`config.mk`:
```
export PLATFORM = sky130hd
export DESIGN_NAME = vga_mem_arbiter
export DESIGN_NICKNAME = d
export VERILOG_FILES = /design/src/rtl/vga_mem_arbiter.sv
export SDC_FILE = /design/constraint.sdc
export NUM_CORES = 1
export LEC_CHECK = 0
export CAP_MARGIN = 30
export CORE_ASPECT_RATIO = 0.7
export CORE_UTILIZATION = 35
export DETAILED_ROUTE_END_ITERATION = 8
export PLACE_DENSITY = 0.86
export SYNTH_ARGS = -nofsm -noshare
export SYNTH_HDL_FRONTEND = slang
export SYNTH_SLANG_ARGS = --single-unit
```
`constraint.sdc`:
```
create_clock -name clk -period 5.1 [get_ports clk]
set_input_delay 1.02 -clock clk [delete_from_list [all_inputs] [get_ports clk]]
set_output_delay 1.02 -clock clk [all_outputs]
set_load 0.05 [all_outputs]
```
`src/rtl/vga_mem_arbiter.sv`:
```
// vga_mem_arbiter
//   Shares one single-port display BRAM between the VGA scan-out reader and
//   the host read/write port. Display reads win by default. A wait counter
//   hands the slot to a host that has been refused MAX_WAIT cycles in a row.
//   A clear sequence writes CLR_VAL to every address, one word per cycle.
//
// Ports
//   clk, rst                   clock, synchronous active-high reset
//   disp_req/addr/ack          display read request handshake
//   disp_rvalid/rdata          display read return (rdata = mem_dout)
//   host_req/we/addr/wdata/ack host request handshake (we=1 write, 0 read)
//   host_rvalid/rdata          host read return (rdata = mem_dout)
//   clr_start, clr_busy        start clear (sampled in RUN), clear in progress
//   mem_en/we/addr/din         BRAM port A controls (combinational)
//   mem_dout                   BRAM port A read data
module vga_mem_arbiter #(
  parameter int              AW       = 10,
  parameter int              DW       = 16,
  parameter int              RD_LAT   = 1,
  parameter int              MAX_WAIT = 8,
  parameter logic [DW-1:0]   CLR_VAL  = '0
) (
  input  logic          clk,
  input  logic          rst,
  input  logic          disp_req,
  input  logic [AW-1:0] disp_addr,
  output logic          disp_ack,
  output logic          disp_rvalid,
  output logic [DW-1:0] disp_rdata,
  input  logic          host_req,
  input  logic          host_we,
  input  logic [AW-1:0] host_addr,
  input  logic [DW-1:0] host_wdata,
  output logic          host_ack,
  output logic          host_rvalid,
  output logic [DW-1:0] host_rdata,
  input  logic          clr_start,
  output logic          clr_busy,
  output logic          mem_en,
  output logic          mem_we,
  output logic [AW-1:0] mem_addr,
  output logic [DW-1:0] mem_din,
  input  logic [DW-1:0] mem_dout
);

  localparam int              WCW       = $clog2(MAX_WAIT + 1);
  localparam logic [WCW-1:0]  WAIT_MAX  = WCW'(MAX_WAIT);
  localparam logic [AW-1:0]   LAST_ADDR = '1;

  typedef enum logic {RUN, CLEAR} state_t;

  state_t            state_reg, state_next;
  logic [WCW-1:0]    wait_cnt_reg, wait_cnt_next;
  logic [AW-1:0]     clr_cnt_reg, clr_cnt_next;
  logic [RD_LAT-1:0] disp_pipe_reg, disp_pipe_next;
  logic [RD_LAT-1:0] host_pipe_reg, host_pipe_next;
  logic              host_win;
  logic              disp_rd_acc;
  logic              host_rd_acc;

  always_comb begin
    state_next    = state_reg;
    wait_cnt_next = wait_cnt_reg;
    clr_cnt_next  = clr_cnt_reg;
    host_win      = 1'b0;
    disp_ack      = 1'b0;
    host_ack      = 1'b0;
    mem_en        = 1'b0;
    mem_we        = 1'b0;
    mem_addr      = '0;
    mem_din       = '0;

    case (state_reg)
      RUN: begin
        // Host takes the slot when display is idle or the host has starved.
        host_win = host_req && (!disp_req || (wait_cnt_reg == WAIT_MAX));
        host_ack = host_win;
        disp_ack = disp_req && !host_win;

        if (host_ack) begin
          mem_en   = 1'b1;
          mem_we   = host_we;
          mem_addr = host_addr;
          mem_din  = host_wdata;
        end else if (disp_ack) begin
          mem_en   = 1'b1;
          mem_addr = disp_addr;
        end

        if (host_req && !host_ack) begin
          if (wait_cnt_reg != WAIT_MAX) begin
            wait_cnt_next = wait_cnt_reg + WCW'(1);
          end
        end else begin
          wait_cnt_next = '0;
        end

        // The current cycle has already arbitrated; clearing starts next cycle.
        if (clr_start) begin
          state_next   = CLEAR;
          clr_cnt_next = '0;
        end
      end

      CLEAR: begin
        // wait_cnt is left untouched so a starving host still wins on return.
        mem_en       = 1'b1;
        mem_we       = 1'b1;
        mem_addr     = clr_cnt_reg;
        mem_din      = CLR_VAL;
        clr_cnt_next = clr_cnt_reg + AW'(1);
        if (clr_cnt_reg == LAST_ADDR) begin
          state_next = RUN;
        end
      end

      default: state_next = RUN;
    endcase

    // Nothing may reach the memory or be acknowledged while reset is held,
    // so an abandoned clear never writes its next address.
    if (rst) begin
      disp_ack = 1'b0;
      host_ack = 1'b0;
      mem_en   = 1'b0;
      mem_we   = 1'b0;
      mem_addr = '0;
      mem_din  = '0;
    end

    disp_rd_acc = disp_ack;
    host_rd_acc = host_ack && !host_we;
  end

  // Per-owner tag pipelines match the BRAM read latency; they keep shifting
  // during CLEAR so reads issued just before a clear still return.
  assign disp_pipe_next[0] = disp_rd_acc;
  assign host_pipe_next[0] = host_rd_acc;

  generate
    for (genvar gi = 1; gi < RD_LAT; gi++) begin : g_pipe
      assign disp_pipe_next[gi] = disp_pipe_reg[gi-1];
      assign host_pipe_next[gi] = host_pipe_reg[gi-1];
    end
  endgenerate

  always_ff @(posedge clk) begin
    if (rst) begin
      state_reg     <= RUN;
      wait_cnt_reg  <= '0;
      clr_cnt_reg   <= '0;
      disp_pipe_reg <= '0;
      host_pipe_reg <= '0;
    end else begin
      state_reg     <= state_next;
      wait_cnt_reg  <= wait_cnt_next;
      clr_cnt_reg   <= clr_cnt_next;
      disp_pipe_reg <= disp_pipe_next;
      host_pipe_reg <= host_pipe_next;
    end
  end

  assign disp_rvalid = disp_pipe_reg[RD_LAT-1];
  assign host_rvalid = host_pipe_reg[RD_LAT-1];
  assign disp_rdata  = mem_dout;
  assign host_rdata  = mem_dout;
  assign clr_busy    = (state_reg == CLEAR);

endmodule

```
==> results of run 1 <==
[kinds of logic (layout without fill, tap and decap cells)]
kind of cell | after synthesis | count (layout) | share of synthesized area, %
xor+xnor | 3 | 3 | 1.78
simple gates | 64 | 64 | 26.7
compound gates | 50 | 50 | 22.0
flops | 17 | 17 | 23.1
mux | 1 | 1 | 0.679
fa+ha+maj | 3 | 3 | 2.54
buf+inv | 57 | 95 | 23.2
[cells in the final DEF, fill, tap and decap left out, types with 2 or more instances in the layout]
master,count
clkdlybuf4s50_1,63
dfxtp_1,17
and2_1,16
buf_4,15
inv_1,13
a31oi_1,12
o21ai_1,10
nand3_1,9
a221oi_1,8
a21oi_1,8
nor3_1,7
nor2b_1,6
nor2_1,6
o211ai_1,3
nand2_1,3
or4_1,3
ha_1,3
clkbuf_8,3
nand4b_1,2
o21ai_0,2
a311oi_1,2
and3_1,2
xor2_1,2
o31ai_1,2
[final cells by class]
class                   instances  area, sq um  area share [%]
multi-input cells             121          792            38.9
clock buffers                   4         45.0            2.21
inverters                      13         48.8            2.40
flip-flops and latches         17          340            16.7
well taps                      52         65.1            3.20
repair buffers                 78          743            36.5
[worst register-to-register path: cells and delay by family (launching register included)]
kind / cells / cell delay, ns
AO/OA/AOI/OAI: 1 / 0.14
buffers and inverters: 1 / 0.37
flip-flops: 1 / 0.70
AND/OR/NAND/NOR: 2 / 0.74
[cells in the mapped netlist (2+ instances only)]
master	n	area (sq um)
buf_4	32	240
dfxtp_1	17	340
and2_1	16	100
inv_1	13	48.8
a31oi_1	12	75.1
o21ai_1	10	50.1
nand3_1	9	45.0
a21oi_1	8	40.0
a221oi_1	8	70.1
buf_2	7	35.0
nor3_1	7	35.0
nor2_1	6	22.5
nor2b_1	6	37.5
clkbuf_1	5	18.8
ha_1	3	37.5
nand2_1	3	11.3
o211ai_1	3	22.5
or4_1	3	22.5
a311oi_1	2	17.5
and3_1	2	12.5
nand4b_1	2	17.5
o21ai_0	2	10.0
o31ai_1	2	15.0
xor2_1	2	17.5
[power groups by stage]
stage / clock [mW] / combinational (mW) / sequential [mW]
6_report: 0.0992 / 0.135 / 0.141
4_1_cts: 0.102 / 0.135 / 0.141
5_1_grt: 0.108 / 0.142 / 0.141
3_5_place_dp: 0 / 0.135 / 0.144
2_1_floorplan: 0 / 0.138 / 0.145
3_3_place_gp: 0 / 0.134 / 0.143
[path summary, 6_finish.rpt]
kind | startpoint | end | slack, ns
hold reg to reg | clr_cnt_reg[7] | clr_cnt_reg[7] | 0.55
setup reg to reg | clr_busy | clr_cnt_reg[9] | 3.09
hold / removal | clr_cnt_reg[7] | clr_cnt_reg[7] | 0.55
setup / recovery | host_req | mem_din[0] | 0.57
[per-layer routing]
metal,vias up,global-route usage [%],routed length (um)
met3,2,6.50,393
met2,69,27.7,1900
li1,743,-,-
met1,704,30.5,2120
met5,-,0,0
met4,0,1.56,8
==> flow_summary_export.csv, run 1 <==
group,metric,value,unit
power,seq_power_share,37.5,%
clocking,clock_path_buffers,2,
layout,diodes,0,
power,p_switching,124,uW
global_routing,antenna_found_initial,0,
setup_path,critPathKind,"input pin to output port",
clocking,cts_inserted_buffers,3,
floorplan,ioPinCount,123,
detailed_routing,route.detailed.drc,0,
layout,instances_no_fill,285,
floorplan,row_count,19,
placed_design,gp_congestion,0.818,
sta,min_period,4.53,ns
power,power,375,uW
yosys,synth_area,1480,sq um
floorplan,die_h,56.3,um
sta,finalWorstSetupSlack,0.567,ns
layout,fin_util,51.2,%
placed_design,io_buffers,74,
detailed_routing,vias,1518,
yosys,ys_seq_area_share,23.1,%
setup_path,cp_cell_sequence,"clkdlybuf4s50_1 -> and4b_1 -> o21a_1 -> and2_1 -> clkdlybuf4s50_1",
sta,clock_skew,0.00185,ns
sta,hold_violations,0,
layout,drive_above_1_share,8.15,%
detailed_routing,drt_iter0_markers,128,
setup_path,critPathTopFamily,"buffers and inverters",
setup_path,reg2regPathDepth,4,
clocking,htreeDepth,1,
floorplan,core,3970,sq um
clocking,post_cts_resized,0,
yosys,postSynthAreaPerCell,7.56,sq um
floorplan,start_util,37.2,%
detailed_routing,routed_via_density,5.33,
yosys,synth_cell_type_count,39,
layout,largest_register_ff_count,10,
setup_path,startpoint_type,"input pin",
yosys,async_flop_share,0,%
yosys,synthCells,195,
global_routing,grt_pass1_vias,1387,
global_routing,grt_usage,19.9,%
floorplan,die_w,79.6,um
sta,period_share,88.9,%
power,vdd_ir_drop_max,0.152,mV
layout,fin_nets,295,
sta,setup_viol,0,
setup_path,critical-path-slowest-cell,"clkdlybuf4s50_1",
yosys,syn_nets,256,
layout,fin_area,2030,sq um
clocking,clock-sinks,17,
setup_path,max_stage_delay,0.80,ns
setup_path,required,4.08,ns
detailed_routing,first_pass_iters,4,
sta,rsz0062_at_grt,"no",
sta,slew_headroom,60.0,%
power,combPwrFrac,36.1,%
detailed_routing,ant_nets,0,
min_path,worstHoldPathType,"register to register",
run,maxCapViolCount,0,
yosys,synth-seq-cells,17,
detailed_routing,wl,4420,um
yosys,synth_flop_cell,"dfxtp_1",
placed_design,dpl_cell_area,1990,sq um
global_routing,grt.overflow.total,0,
setup_path,crit_fanout,18,
outcome,status,"completed",
power,internal-power,251,uW
sta,drv_slew,0,
setup_path,cpMostUsedCell,"clkdlybuf4s50_1",
clocking,cts_hold_buf,0,
power,clkPwrFrac,26.4,%
detailed_routing,routedWlPerCell,15.5,um
power,power.density,184,nW/um^2
power,leakagePower,0.726,nW
sta,setup_tns,0,ns
clocking,insertion_delay,0.25,ns
clocking,cts_root_buf,"clkbuf_8",
clocking,clk_pin_slew,0.06,ns
yosys,yosys_warnings,0,
yosys,synth-edff-count,0,
min_path,whs_path_depth,2,
power,swShare,33.1,%
placed_design,hpwl,3420,um
setup_path,critPathCaptureType,"output port",
clocking,post-cts-setup-buffers,0,
setup_path,cp.arrival,3.51,ns
layout,n_fill_cell,373,
sta,worst_pin_slew,0.599,ns
sta,whs,0.553,ns
placed_design,dp.cells,281,
sta,max_freq,221,MHz
global_routing,grt_pass1_wl,6910,um
floorplan,dieArea,4480,sq um
global_routing,grt_max_degree,29,
setup_path,cp_num_cells,5,
placed_design,post-place-ws,0.560,ns
clocking,cts_tree,"done",
setup_path,path_buf_inv,2,
layout,synthToLayoutAreaGrowth,37.9,%
Note: power is estimated with default switching activity, not from simulation.
==> run 2, diff against run 1 <==
--- a/config.mk
+++ b/config.mk
@@ -10,6 +10,7 @@
 export CORE_UTILIZATION = 35
 export DETAILED_ROUTE_END_ITERATION = 8
 export PLACE_DENSITY = 0.86
+export SKIP_CTS_REPAIR_TIMING = 1
 export SYNTH_ARGS = -nofsm -noshare
 export SYNTH_HDL_FRONTEND = slang
 export SYNTH_SLANG_ARGS = --single-unit
==> results of run 2 <==
No change in the layout: final DEF, timing and power equal those of run 1.
==> run 3, diff against run 2 <==
--- a/config.mk
+++ b/config.mk
@@ -7,6 +7,7 @@
 export LEC_CHECK = 0
 export CAP_MARGIN = 30
 export CORE_ASPECT_RATIO = 0.7
+export CORE_MARGIN = 5
 export CORE_UTILIZATION = 35
 export DETAILED_ROUTE_END_ITERATION = 8
 export PLACE_DENSITY = 0.86
==> run 3 against run 2 <==
  * Total power is 0.82% higher
  * Flip-flop and latch count stayed put
  * Maximum frequency is 4.1% higher
  * Clock power is 5% higher
  * Non-clock buffer count is 1 higher
  * Sequential share of layout area is 0.093 points higher
  * Critical path type unchanged
==> flow_summary_export.csv, run 3 (synthesis gave the netlist of run 1 again) <==
group,metric,value,unit
placed_design,hpwl,3520,um
layout,fin_nets,296,
sta,slew_headroom,32.7,%
placed_design,gp_congestion,0.806,
sta,worst_pin_slew,1.01,ns
outcome,status,"completed",
power,power.density,187,nW/um^2
floorplan,dieArea,5630,sq um
floorplan,row_count,19,
run,maxCapViolCount,0,
setup_path,required,4.08,ns
layout,synthToLayoutAreaGrowth,37.2,%
layout,n_fill_cell,400,
sta,setup_tns,0,ns
sta,period_share,85.4,%
setup_path,cp.arrival,3.34,ns
clocking,cts_root_buf,"clkbuf_8",
clocking,cts_inserted_buffers,3,
sta,rsz0062_at_grt,"no",
clocking,insertion_delay,0.26,ns
floorplan,die_w,87.6,um
global_routing,grt_pass1_wl,6930,um
layout,fin_area,2020,sq um
detailed_routing,wl,4500,um
placed_design,dpl_cell_area,1980,sq um
layout,multi_input_comb_area,792,sq um
setup_path,critPathKind,"input pin to output port",
clocking,clock-sinks,17,
power,leakagePower,0.749,nW
sta,max_freq,230,MHz
layout,largest_register_ff_count,10,
detailed_routing,first_pass_iters,4,
layout,layout_common_cells,"clkdlybuf4s50_1, buf_4, dfxtp_1",
layout,drive_above_1_share,12.4,%
layout,final_common_cell,"clkdlybuf4s50_1",
global_routing,grt_pass1_vias,1393,
clocking,cts_tree,"done",
floorplan,ioPinCount,123,
sta,min_period,4.36,ns
setup_path,reg2reg_from,"clr_busy",
layout,regArea,340,sq um
min_path,worstHoldPathType,"register to register",
sta,hold_violations,0,
detailed_routing,drt_iter0_markers,109,
setup_path,crit_fanout,12,
global_routing,antenna_found_initial,0,
min_path,hold_start,"clr_cnt_reg[7]",
layout,diodes,0,
sta,clock_skew,0.00564,ns
clocking,htreeDepth,1,
global_routing,grt.overflow.total,0,
clocking,clock_path_buffers,2,
floorplan,die_h,64.3,um
sta,drv_slew,0,
floorplan,core,3990,sq um
global_routing,grt_usage,15.0,%
sta,setup_viol,0,
setup_path,critPathCaptureType,"output port",
setup_path,crit_path_start,"host_req",
detailed_routing,routedWlPerCell,15.7,um
floorplan,start_util,36.9,%
detailed_routing,ant_nets,0,
power,vdd_ir_drop_max,0.112,mV
global_routing,grt_max_degree,30,
detailed_routing,routed_via_density,5.30,
clocking,clk_pin_slew,0.07,ns
setup_path,startpoint_type,"input pin",
placed_design,io_buffers,74,
detailed_routing,route.detailed.drc,0,
detailed_routing,vias,1517,
[run 3: changes by cell type in the layout (fill, tap and decap cells not counted)]
cell	before	now
clkdlybuf4s50_1	63	55
buf_4	15	24
clkbuf_1	1	0
clkinv_2	0	1
[run 3: worst paths after layout]
check	to	slack [ns]	depth (start not counted)
setup / recovery	mem_addr[8]	0.74	5
hold / removal	clr_cnt_reg[7]	0.54	2
setup reg to reg	clr_cnt_reg[9]	2.86	4
hold reg to reg	clr_cnt_reg[7]	0.54	2
[run 3: metrics by stage]
| step | hold WS [ns] | instances | power (mW) | utilization [%] | setup WS [ns] |
|---|---|---|---|---|---|
| CTS | 0.538 | 286 | 0.379 | 50.7 | 0.738 |
| global placement | 0.508 | 282 | 0.276 | 49.5 | 0.827 |
| floorplan | 0.492 | 195 | 0.283 | - | 1.34 |
| detailed placement | 0.522 | 282 | 0.278 | 49.5 | 0.738 |
| global route | 0.561 | 286 | 0.394 | 50.7 | 0.585 |
| finish | 0.541 | 286 | 0.378 | 50.7 | 0.744 |
[run 3: area by class of cell]
class | count | area share, %
clock buffers | 3 | 2.04
inverters | 13 | 2.41
well taps | 52 | 3.22
clock inverters | 1 | 0.247
multi-input cells | 121 | 39.1
repair buffers | 79 | 36.1
flip-flops and latches | 17 | 16.8
[run 3: critical path: stages]
cell and delay [ns]:
clkdlybuf4s50_1 0.53, and4b_1 0.50, o21ai_1 0.15, a221oi_1 0.27, clkdlybuf4s50_1 0.87
[run 3: power breakdown]
part | internal (mW) | switching (mW)
Clock | 0.0543 | 0.0493
Sequential | 0.136 | 0.00686
Combinational | 0.0598 | 0.0725
[run 3: metal layers]
layer / global-route usage, % / wire length [um] / vias to the layer above
li1: - / - / 750
met1: 20.8 / 2090 / 716
met2: 24.1 / 2090 / 47
met3: 4.11 / 304 / 4
met4: 1.53 / 21 / 0
met5: 0 / 0 / -
==> patch: new RTL, config.mk and constraints of run 1 <==
Change the parameter `MAX_WAIT` from 8 to 4.
--- a/src/rtl/vga_mem_arbiter.sv
+++ b/src/rtl/vga_mem_arbiter.sv
@@ -17,7 +17,7 @@
   parameter int              AW       = 10,
   parameter int              DW       = 16,
   parameter int              RD_LAT   = 1,
-  parameter int              MAX_WAIT = 8,
+  parameter int              MAX_WAIT = 4,
   parameter logic [DW-1:0]   CLR_VAL  = '0
 ) (
   input  logic          clk,
Check against the original RTL: not equivalent (Yosys sat finds a counterexample within 10 cycles, from zero or initial values and one cycle with rst high).
==> patch against run 1 <==
Final area down 0.86%. Sequential cell count down 1. Wire length down 15%. Critical path depth unchanged. Synthesized cell count down 5.1%. Global-route usage down 2.6 points. Area after synthesis down 1.6%. Worst setup slack worse by 0.20 ns. Power up 2.6%. Count of clock-buffer cells in the layout unchanged. Clock power up 18%. Largest power group is now combinational logic.
==> patch: results (changes against run 1) <==
vias per inst=5.42 (+1.7%); outcome=finished clean; Net Sw Frac=33.0% (-0.098 points); total number of vias=1473 (-3.0%); Register-to-Register Setup Slack=3.39 ns (+0.30 ns); worst setup path end=mem_addr[2]; Clock Skew=0.00276 ns (+0.000910 ns); met2 routed WL=1580 um (-17%); ranking of synthesized cells by area=sky130_fd_sc_hd__dfxtp_1 (22%), sky130_fd_sc_hd__buf_4 (17%), sky130_fd_sc_hd__and2_1 (8.6%); endpoint of the worst hold-timing path=wait_cnt_reg[1]; sequential area share after synthesis=22.1% (-1.0 points); worst hold start=wait_cnt_reg[1]; HPWL after detailed placement=2940 um (-14%); compound-gate portion of the synthesized area=20.3% (-1.6 points); total wire length=3780 um (-15%); peak fanout along the critical path=12 (-6); layout cells sized above 1=4.09% (-4.1 points); gate count of the mapped netlist=185 (-5.1%); fin nets=282 (-4.4%); met1 layer wirelength in the final routing=1670 um (-21%); number of global-route vias before repair=1219 (-12%); placed cell count=268 (-4.6%); starting DRC count in detailed routing=100 (-22%); source of the critical timing path=disp_req; XOR/XNOR Fraction of Synth Area=1.21% (-0.57 points); post-synthesis mux area share=0.690% (+0.011 points); CP peak stage delay=0.90 ns (+0.10 ns); Hold Worst Slack=0.476 ns (-0.0764 ns); placer's final routability congestion estimate=0.785 (-4.1%); fraction of met2 tracks used by global routing=25.0% (-2.7 points); met3 routed wirelength=518 um (+32%)
## patch: cell count changes in the layout (fill, tap and decap cells not counted), moves of 6 or more
cell | run 1 | this run
sky130_fd_sc_hd__buf_4 | 15 | 3
sky130_fd_sc_hd__a31oi_1 | 12 | 1
sky130_fd_sc_hd__clkdlybuf4s50_1 | 63 | 74
sky130_fd_sc_hd__o21ai_1 | 10 | 0
sky130_fd_sc_hd__inv_1 | 13 | 7
## patch: power groups by stage
stage               sequential [mW]  combinational (mW)  clock, mW
floorplan                     0.137               0.142          0
CTS                           0.133               0.136      0.118
detailed placement            0.136               0.135          0
global placement              0.136               0.134          0
global route                  0.134               0.143      0.125
finish                        0.133               0.135      0.117
## patch: final cells by class
cell class,count,area [um^2]
repair buffers,77,763
flip-flops and latches,16,320
fillers,369,1930
clock buffers,4,55.1
multi-input cells,116,787
well taps,52,65.1
inverters,7,26.3
## patch: critical path: cells and delay by family
kind	cells	cell delay (ns)
AOI/OAI and AO/OA	2	0.97
buffers and inverters	2	1.61
and+or+nand+nor	1	0.11
